`src/rtl/bpu_update_scheduler.sv`:
```
// Sole writer of the combined BTB/BHT table: drains resolved-branch updates from EXE and runs table flushes.
// Optional: define BPU_UPD_COALESCE_EN to merge an update into the FIFO tail entry when the pc matches.
module bpu_update_scheduler #(
  parameter int DEPTH       = 32,
  parameter int ADDR_WIDTH  = 64,
  parameter int QUEUE_DEPTH = 4,
  parameter int CNT_WIDTH   = 16
) (
  input  logic                                 clk,
  input  logic                                 rst,
  input  logic                                 upd_valid_i,
  output logic                                 upd_ready_o,
  input  logic [ADDR_WIDTH-1:0]                upd_pc_i,
  input  logic [ADDR_WIDTH-1:0]                upd_target_i,
  input  logic                                 upd_jump_i,
  input  logic                                 flush_req_i,
  output logic                                 flush_busy_o,
  output logic                                 flush_done_o,
  output logic                                 predict_disable_o,
  output logic                                 wr_en_o,
  output logic                                 wr_invalidate_o,
  output logic [$clog2(DEPTH)-1:0]             wr_index_o,
  output logic [ADDR_WIDTH-$clog2(DEPTH)-3:0]  wr_tag_o,
  output logic [ADDR_WIDTH-1:0]                wr_target_o,
  output logic                                 wr_jump_o,
  output logic [CNT_WIDTH-1:0]                 dropped_cnt_o
);
  localparam int IW = $clog2(DEPTH);
  localparam int TW = ADDR_WIDTH - IW - 2;
  localparam int QW = $clog2(QUEUE_DEPTH);
  localparam int WW = IW + 1;
  localparam int PW = QW + 1;
  localparam int SW = CNT_WIDTH + 1;
  localparam logic [WW-1:0] WALK_END = WW'(DEPTH);

  typedef enum logic {S_IDLE, S_FLUSH} state_e;

  state_e                state_q, state_d;
  logic [WW-1:0]         walk_q, walk_d;
  logic [PW-1:0]         wptr_q, wptr_d, rptr_q, rptr_d, occ;
  logic [ADDR_WIDTH-1:0] mem_pc  [QUEUE_DEPTH];
  logic [ADDR_WIDTH-1:0] mem_tgt [QUEUE_DEPTH];
  logic                  mem_jmp [QUEUE_DEPTH];
  logic [ADDR_WIDTH-1:0] head_pc;

  logic                  wr_en_d, wr_inv_d, wr_jump_d, flush_done_d;
  logic [IW-1:0]         wr_index_d;
  logic [TW-1:0]         wr_tag_d;
  logic [ADDR_WIDTH-1:0] wr_target_d;
  logic [CNT_WIDTH-1:0]  dropped_d;
  logic [PW-1:0]         drop_inc;
  logic [SW-1:0]         drop_sum;
  logic                  empty, full, pop, push, accept, tail_hit, coalesce;

  assign occ     = wptr_q - rptr_q;
  assign empty   = (occ == '0);
  assign full    = (occ == PW'(QUEUE_DEPTH));
  assign head_pc = mem_pc[rptr_q[QW-1:0]];
  assign pop     = (state_q == S_IDLE) && !flush_req_i && !empty;

`ifdef BPU_UPD_COALESCE_EN
  logic [QW-1:0] tail_idx;
  assign tail_idx = QW'(wptr_q - 1'b1);
  // The tail is only mergeable if this cycle's drain is not taking it away.
  assign tail_hit = (state_q == S_IDLE) && !empty && (mem_pc[tail_idx] == upd_pc_i)
                    && !(pop && (occ == PW'(1)));
`else
  assign tail_hit = 1'b0;
`endif

  assign upd_ready_o       = (state_q == S_FLUSH) || !full || tail_hit;
  assign accept            = upd_valid_i && upd_ready_o;
  assign coalesce          = accept && tail_hit && !flush_req_i;
  assign push              = accept && !coalesce && (state_q == S_IDLE) && !flush_req_i;
  assign flush_busy_o      = (state_q == S_FLUSH);
  assign predict_disable_o = (state_q == S_FLUSH);

  always_comb begin
    state_d      = state_q;
    walk_d       = walk_q;
    wptr_d       = wptr_q;
    rptr_d       = rptr_q;
    wr_en_d      = 1'b0;
    wr_inv_d     = 1'b0;
    wr_index_d   = wr_index_o;
    wr_tag_d     = wr_tag_o;
    wr_target_d  = wr_target_o;
    wr_jump_d    = wr_jump_o;
    flush_done_d = 1'b0;
    drop_inc     = '0;
    case (state_q)
      S_FLUSH: begin
        drop_inc = PW'(accept);
        if (flush_req_i || (walk_q != WALK_END)) begin
          wr_en_d    = 1'b1;
          wr_inv_d   = 1'b1;
          wr_index_d = flush_req_i ? '0 : walk_q[IW-1:0];
          walk_d     = flush_req_i ? WW'(1) : walk_q + 1'b1;
        end else begin
          state_d      = S_IDLE;
          walk_d       = '0;
          flush_done_d = 1'b1;
        end
      end
      default: begin
        if (flush_req_i) begin
          // Whatever is queued belongs to the old table contents and is thrown away.
          state_d  = S_FLUSH;
          walk_d   = '0;
          rptr_d   = wptr_q;
          drop_inc = occ + PW'(accept);
        end else begin
          if (pop) begin
            rptr_d      = rptr_q + 1'b1;
            wr_en_d     = 1'b1;
            wr_index_d  = head_pc[IW+1:2];
            wr_tag_d    = head_pc[ADDR_WIDTH-1:IW+2];
            wr_target_d = mem_tgt[rptr_q[QW-1:0]];
            wr_jump_d   = mem_jmp[rptr_q[QW-1:0]];
          end
          if (push) wptr_d = wptr_q + 1'b1;
        end
      end
    endcase
    drop_sum  = SW'(dropped_cnt_o) + SW'(drop_inc);
    dropped_d = drop_sum[CNT_WIDTH] ? '1 : drop_sum[CNT_WIDTH-1:0];
  end

  always_ff @(posedge clk or posedge rst) begin
    if (rst) begin
      state_q         <= S_FLUSH;
      walk_q          <= '0;
      wptr_q          <= '0;
      rptr_q          <= '0;
      wr_en_o         <= 1'b0;
      wr_invalidate_o <= 1'b0;
      wr_index_o      <= '0;
      wr_tag_o        <= '0;
      wr_target_o     <= '0;
      wr_jump_o       <= 1'b0;
      flush_done_o    <= 1'b0;
      dropped_cnt_o   <= '0;
    end else begin
      state_q         <= state_d;
      walk_q          <= walk_d;
      wptr_q          <= wptr_d;
      rptr_q          <= rptr_d;
      wr_en_o         <= wr_en_d;
      wr_invalidate_o <= wr_inv_d;
      wr_index_o      <= wr_index_d;
      wr_tag_o        <= wr_tag_d;
      wr_target_o     <= wr_target_d;
      wr_jump_o       <= wr_jump_d;
      flush_done_o    <= flush_done_d;
      dropped_cnt_o   <= dropped_d;
    end
  end

  always_ff @(posedge clk) begin
    if (push) begin
      mem_pc[wptr_q[QW-1:0]]  <= upd_pc_i;
      mem_tgt[wptr_q[QW-1:0]] <= upd_target_i;
      mem_jmp[wptr_q[QW-1:0]] <= upd_jump_i;
    end
`ifdef BPU_UPD_COALESCE_EN
    else if (coalesce) begin
      mem_tgt[tail_idx] <= upd_target_i;
      mem_jmp[tail_idx] <= upd_jump_i;
    end
`endif
  end
endmodule
```
`config.mk`:
```
export PLATFORM = sky130hd
export DESIGN_NAME = bpu_update_scheduler
export DESIGN_NICKNAME = d
export VERILOG_FILES = /design/src/rtl/bpu_update_scheduler.sv
export SDC_FILE = /design/constraint.sdc
export NUM_CORES = 1
export LEC_CHECK = 0
export CORE_MARGIN = 5
export CORE_UTILIZATION = 40
export CTS_BUF_LIST = sky130_fd_sc_hd__clkbuf_2 sky130_fd_sc_hd__clkbuf_4 sky130_fd_sc_hd__clkbuf_8
export DETAILED_ROUTE_END_ITERATION = 6
export GPL_TIMING_DRIVEN = 0
export PLACE_DENSITY_LB_ADDON = 0.15
export SETUP_SLACK_MARGIN = 0.15
export SLEW_MARGIN = 20
export SYNTH_ARGS = -nofsm -noshare
export SYNTH_HDL_FRONTEND = slang
export SYNTH_SLANG_ARGS = --single-unit
```
`constraint.sdc`:
```
create_clock -name clk -period 9.95 [get_ports clk]
set_input_delay 1.99 -clock clk [delete_from_list [all_inputs] [get_ports clk]]
set_output_delay 1.99 -clock clk [all_outputs]
set_load 0.01 [all_outputs]
```
==> results of run 1 <==
==> placed cells by master, fill, tap and decap left out, types with 4 or more instances in the layout <==
master and n:
edfxtp_1 508, clkdlybuf4s50_1 279, dfrtp_1 158, clkbuf_8 124, mux4_2 123, mux2_2 87
mux2_1 44, clkbuf_4 41, clkbuf_1 24, nand2_1 19, clkinv_1 18, clkinv_2 14
ha_1 13, buf_1 11, nand3_1 11, buf_16 10, nor2_1 9, buf_2 8
o21ai_0 8, a21oi_1 8, nor3_1 8, buf_6 7, inv_1 7, xor2_1 6
diode_2 5, xnor2_1 5, nor2b_1 4, nand2b_1 4, or3_1 4, and2_4 4
mux2i_1 4, a221o_1 4, buf_12 4
==> critical path, stage by stage (launching register included) <==
cell,delay [ns]
dfrtp_1,0.42
inv_1,0.14
ha_1,0.24
fa_1,0.61
nand2_1,0.12
or3_1,0.39
clkdlybuf4s50_1,0.50
==> flip-flops by register name (all words and copies together) (netlist names) <==
signal and cells:
dropped_cnt_o 16, flush_busy_o 1, flush_done_o 1, mem_jmp 4
mem_pc 248, mem_tgt 256, rptr_q 3, walk_q 6
wptr_q 3, wr_en_o 1, wr_index_o 5, wr_invalidate_o 1
wr_jump_o 1, wr_tag_o 57, wr_target_o 64
==> per-stage QoR <==
step                      utilization  setup TNS [ns]
after global routing            0.509               0
after floorplan                     -               0
after detailed placement        0.472               0
after CTS                       0.509               0
after global placement          0.466          -37.45
final                           0.509               0
==> worst paths after layout <==
| check | from | to | slack (ns) | cells after the start |
|---|---|---|---|---|
| worst max-delay path | wptr_q[0] | upd_ready_o | 4.86 | 6 |
| worst min-delay path | wr_tag_o[1] | wr_tag_o[1] | 0.49 | 1 |
| worst max register to register | wptr_q[0] | dropped_cnt_o[7] | 5.18 | 15 |
| worst min register to register | wr_tag_o[1] | wr_tag_o[1] | 0.49 | 1 |
| max in group asynchronous | rst | wr_target_o[31] | 7.52 | 3 |
| min in group asynchronous | rst | wr_target_o[8] | 1.67 | 2 |
==> power groups by stage <==
| stage | Sequential (uW) | Clock [uW] | Combinational [uW] |
|---|---|---|---|
| global route | 3150 | 2600 | 849 |
| floorplan | 3220 | 0 | 397 |
| CTS | 3140 | 2470 | 799 |
| finish | 3140 | 2380 | 776 |
| detailed placement | 3190 | 0 | 795 |
| global placement | 3190 | 0 | 777 |
==> per-layer routing <==
metal / share of wire / track usage / vias to the layer above
li1: - / - / 5459
met1: 0.41 / 0.209 / 6415
met2: 0.51 / 0.274 / 277
met3: 0.061 / 0.0458 / 68
met4: 0.017 / 0.0473 / 4
met5: 0.00049 / 0 / -
==> kinds of logic after synthesis <==
family	share of synthesized area
buffers and inverters	0.0119
AO/OA/AOI/OAI	0.0119
multiplexers	0.172
AND/OR/NAND/NOR	0.0175
XOR/XNOR	0.00478
adder cells (fa/ha/maj)	0.00815
flip-flops	0.774
==> layout make-up <==
class                           count  share of cell area
Sequential cell                   667               0.613
Multi-Input combinational cell    407               0.171
Timing Repair Buffer              294               0.101
Clock buffer                      165              0.0642
Tap cell                          837              0.0334
Buffer                             53             0.00842
Clock inverter                     38             0.00714
Inverter                            9             0.00132
Antenna cell                        5            0.000399
==> results.md, run 1 <==
* CTS Root Cell: clkbuf_8
* Clk_lat worst skew at 0.68 ns
* Vias per inst at approximately 4.9
* Fraction of layout cells with a size suffix above 1 at 0.267
* Clock Path Buffers at 3
* Worst setup SP type: register
* Gr usage total at 0.163
* Rel. slew slack at 0.297
* Max-slew violation count at 0
* First-pass GRT wire length at around 83000 um
* TritonCTS buffer count at 109
* FF/Latch Area at 19200 um^2
* Pin count of the biggest net entering global routing at 74
* Placed instance count at 2267
* Area taken by multi-input logic gates at 5360 um^2
* Fillers at roughly 5000
* DRT iter0 DRCs at 698
* Worst setup EP type: output port
* Status: completed
* Most frequent cell after synthesis: edfxtp_1
* Hold buffers post-CTS at 0
* Worst EP arrival at 3.10 ns
* Post-layout min period at 5.09 ns
* Vias post-DR at 12200
* Clk sinks at 667
* Largest cells by area after synthesis: edfxtp_1, dfrtp_1, mux4_2
* CP Max Fanout at 4
* Synth cell count leaders: edfxtp_1, dfrtp_1, mux4_2, mux2_2, mux2_1
* Cts repair resizes at 0
* Avg Cell Area, Syn at between 20 and 25 um^2
* Full die area at about 67000 um^2
* DP Worst Slack at 4.34 ns
* Max-Cap Viols at 0
* P&R area growth vs syn at 26.1%
* Synth area leader: edfxtp_1
* Hold Path Class: reg2reg
* Die width at 259 um
* Starting density of the core at 0.404
* Initial antenna violation count at 6
* DR WL/cell at 22.1 um
* I/O pin count at 282
* Final Skew at between 0.03 and 0.04 ns
* Final layout net count at ~1700
* Hold Fails Final Rpt at 0
* Clk pwr share at 0.378
* GRT overflow at 0
* Die Y at 259 um
* Hold slack final at 0.487 ns
* Core area at 61600 um^2
* P_sw at 1460 uW
* Commonest register cell after synthesis: edfxtp_1
* Post-CTS setup buffers at 0
* CTS tree: built
* GPL Wtd Cong at 0.793
* Crit share post-route at 0.511
* Power per Cell Area at 201 nW/um^2
* Cell-internal power at 4830 uW
* # setup viols final at 0
* DRT Pass-1 Iters at 4
* ANT nets after route at 0
* Switching Share at 0.232
* Post-route DRC at 0
* FF+latch count, synth at about 670
* Post-synth EDFFs at between 500 and 600
* CTS clk-pin slew, worst paths at 0.06 ns
* RSZ-0062 raised after global routing: no
* Total power draw at 6290 uW
* Detailed Place HPWL at 33700 um
* Mapped Nets at between 1000 and 1500
* Core Rows at 91
* Register share of total power at 0.499
* Synth Instances at 1136
* Post-route cell area at 31400 um^2
* Seq/Total Area, Yosys at 0.774
* Gate power share at 0.123
* Yosys top cell area share at 0.613
* Yosys cell types at 54
* PortBufs at 279
* Req. time, crit path at 7.96 ns
* Mapped Area at 24900 um^2
* H-tree Lvls at 3
* Worst Tran Pin Value at 1.05 ns
* Vias in the first global route at about 14000
* Dpl cell area at 29100 um^2
* Worst VDD drop at ~0.00013 V
* Post-Layout Cell Count at 2475
* Fmax at 196 MHz
* Critical path type: reg2out
* Pleak at 0.0110 uW
* Ys async rst share at 0.238
* Routed Wire Length at 54600 um
* YS warnings at 0
* Setup ws final at just under 5 ns
No activity file was read; power rests on OpenSTA's default activity.
==> inputs of run 2 (changes only) <==
Clock period 9.95 ns to 4.3 ns, I/O delays scaled along.
==> results.md, run 2 (synthesized netlist as in run 1, its figures left out) <==
* RSZ-0062 raised after global routing: no
* Max reg flops at 256 (unchanged)
* Critical R2R Launch: wptr_q[0]
* WHS Endpoint: wr_target_o[16]
* Cell-internal power at 11200 uW (+130%)
* GPL Wtd Cong at 0.807 (+1.8%)
* # setup viols final at 0 (unchanged)
* GRT overflow at 0 (unchanged)
* Pin count of the biggest net entering global routing at 42 (-43%)
* Worst setup SP type: register
* Worst VDD drop at 0.000238 V (+85%)
* DRT Pass-1 Iters at 5 (+1)
* Gr usage total at 0.164 (+0.000677)
* First-pass GRT wire length at 83400 um (+0.64%)
* Power per Cell Area at 465 nW/um^2 (+130%)
* DRT iter0 DRCs at 644 (-7.7%)
* Max-Cap Viols at 0 (unchanged)
* Worst EP arrival at 4.57 ns (+1.47 ns)
* Final Skew at 0.0230 ns (-0.00805 ns)
* Hold Path Cell Cnt at 1 (unchanged)
* Status: completed
* Gate power share at 0.126 (+0.003)
* Die Y at 259 um (unchanged)
* Rel. slew slack at 0.339 (+0.0425)
* CTS clk-pin slew, worst paths at 0.06 ns (about the same)
* Setup ws final at 0.299 ns (-4.56 ns)
* Clk pwr share at 0.380 (+0.002)
* Post-route DRC at 0 (unchanged)
* ANT nets after route at 0 (unchanged)
* Reg2reg end: dropped_cnt_o[15]
* Vias in the first global route at 13500 (-0.36%)
* Post-route cell area at 31600 um^2 (+0.63%)
* Initial antenna violation count at 4 (-2)
* Hold buffers post-CTS at 0 (unchanged)
* CP Max Fanout at 10 (+6)
* Fillers at 4995 (-1.5%)
* Clk_lat worst skew at 0.69 ns (about the same)
* Routed Wire Length at 55100 um (+0.78%)
* Reg2Reg Depth at 15 (unchanged)
* Hold Startpoint: wr_target_o[16]
* DR WL/cell at 22.1 um (about the same)
* PortBufs at 279 (unchanged)
* Starting density of the core at 0.404 (unchanged)
* Worst Tran Pin Value at 0.991 ns (-0.0638 ns)
* Die width at 259 um (unchanged)
* H-tree Lvls at 3 (unchanged)
* Placed instance count at 2270 (+0.13%)
* Req. time, crit path at 4.87 ns (-3.09 ns)
* Hold Fails Final Rpt at 0 (unchanged)
* CTS tree: built
* Clk sinks at 667 (unchanged)
* Crit share post-route at 0.930
* CTS Root Cell: clkbuf_8
* Most common cell after layout, fill and taps aside: edfxtp_1
* Post-Layout Cell Count at 2493 (+0.73%)
* Dpl cell area at 29200 um^2 (+0.20%)
* Total power draw at 14700 uW (+130%)
* DP Worst Slack at -0.481 ns (-4.82 ns)
* P&R area growth vs syn at 26.9%
* Commonest non-fill, non-tap cells in the layout: edfxtp_1, clkdlybuf4s50_1, dfrtp_1
* Switching Share at 0.236 (+0.00402)
* Vias per inst at 4.96 (+0.49%)
* I/O pin count at 282 (unchanged)
* Core Rows at 91 (unchanged)
* Core area at 61600 um^2 (unchanged)
* Detailed Place HPWL at 34600 um (+2.8%)
* Vias post-DR at 12400 (+1.2%)
* R2r setup slk at 0.30 ns (-4.88 ns)
* Clock Path Buffers at 3 (unchanged)
* Fmax at 250 MHz
* Fraction of layout cells with a size suffix above 1 at 0.279 (+0.0119)
* Worst setup EP type: register
* Final layout net count at 1703 (+0.83%)
* Pleak at 0.0111 uW (+0.91%)
* TritonCTS buffer count at 111 (+1.8%)
* Critical path type: reg2reg
* Largest register by flop count: mem_tgt
* Register share of total power at 0.495 (-0.004)
* Max-slew violation count at 0 (unchanged)
* P_sw at 3460 uW (+140%)
* Hold slack final at 0.481 ns (-0.00604 ns)
* Post-layout min period at 4.00 ns
* Hold Path Class: reg2reg
* Full die area at 67300 um^2 (unchanged)
==> run 2: cell types whose count changed in the layout (fill, tap and decap cells not counted), sizes merged <==
cell / before / now
clkinvlp: 2 / 3
bufinv: 1 / 2
diode: 5 / 3
buf: 42 / 55
clkbuf: 191 / 185
clkinv: 33 / 44
==> run 2: power by group through the flow <==
stage	Clock [uW]	Sequential, uW	Combinational (uW)
after floorplan	0	7450	920
after global placement	0	7380	1810
after detailed placement	0	7390	1850
after CTS	5780	7260	1870
after global routing	6090	7280	2010
final	5570	7260	1850
==> run 2: repair_timing <==
item	CTS	global route
resized for setup	11	6
setup endpoints to repair	16	12
pin swaps	3	5
buffers inserted	1	8
==> run 2: per-layer routing <==
layer | GRT usage | up-vias | share of wire
li1 | - | 5487 | -
met1 | 0.210 | 6511 | 0.41
met2 | 0.276 | 296 | 0.51
met3 | 0.0424 | 76 | 0.056
met4 | 0.0509 | 2 | 0.018
met5 | 0 | - | 0.00015
==> run 2: critical path: stages (launching register included) <==
cell      delay, ns
dfrtp_1        0.40
inv_2          0.08
ha_1           0.22
fa_2           0.39
xnor3_2        0.31
or3_1          0.37
and2_1         0.18
ha_1           0.18
ha_1           0.20
xor2_1         0.19
nor2_1         0.08
ha_1           0.38
a21oi_2        0.12
clkbuf_4       0.20
nor4b_2        0.23
mux2_2         0.35
==> run 2: worst max path at each step <==
stage / start / to / slack (ns) / cells past startpoint
2_1_floorplan: wptr_q[0] / dropped_cnt_o[11] / 0.26 / 15
3_3_place_gp: flush_req_i / mem_tgt[3][37] / -1.43 / 5
3_5_place_dp: wptr_q[0] / dropped_cnt_o[13] / -0.48 / 16
4_1_cts: wptr_q[0] / dropped_cnt_o[15] / 0.15 / 15
5_1_grt: wptr_q[0] / dropped_cnt_o[15] / 0.13 / 15
6_report: wptr_q[0] / dropped_cnt_o[15] / 0.30 / 15
==> run 2: final cells by class <==
type | instances | area, um^2 | area share
diodes | 3 | 7.51 | 0.000238
plain buffers | 53 | 273 | 0.00864
clock buffers | 160 | 1960 | 0.0621
clock inverters | 51 | 300 | 0.00952
inverters | 9 | 37.5 | 0.00119
multi-input cells | 407 | 5410 | 0.171
flip-flops and latches | 667 | 19200 | 0.610
well taps | 837 | 1050 | 0.0332
repair buffers | 306 | 3290 | 0.104
==> run 2: through the flow <==
stage | utilization | setup TNS [ns]
final | 0.512 | 0
after floorplan | - | 0
after detailed placement | 0.473 | -5.15
after global routing | 0.512 | 0
after global placement | 0.466 | -832.90
after CTS | 0.511 | 0
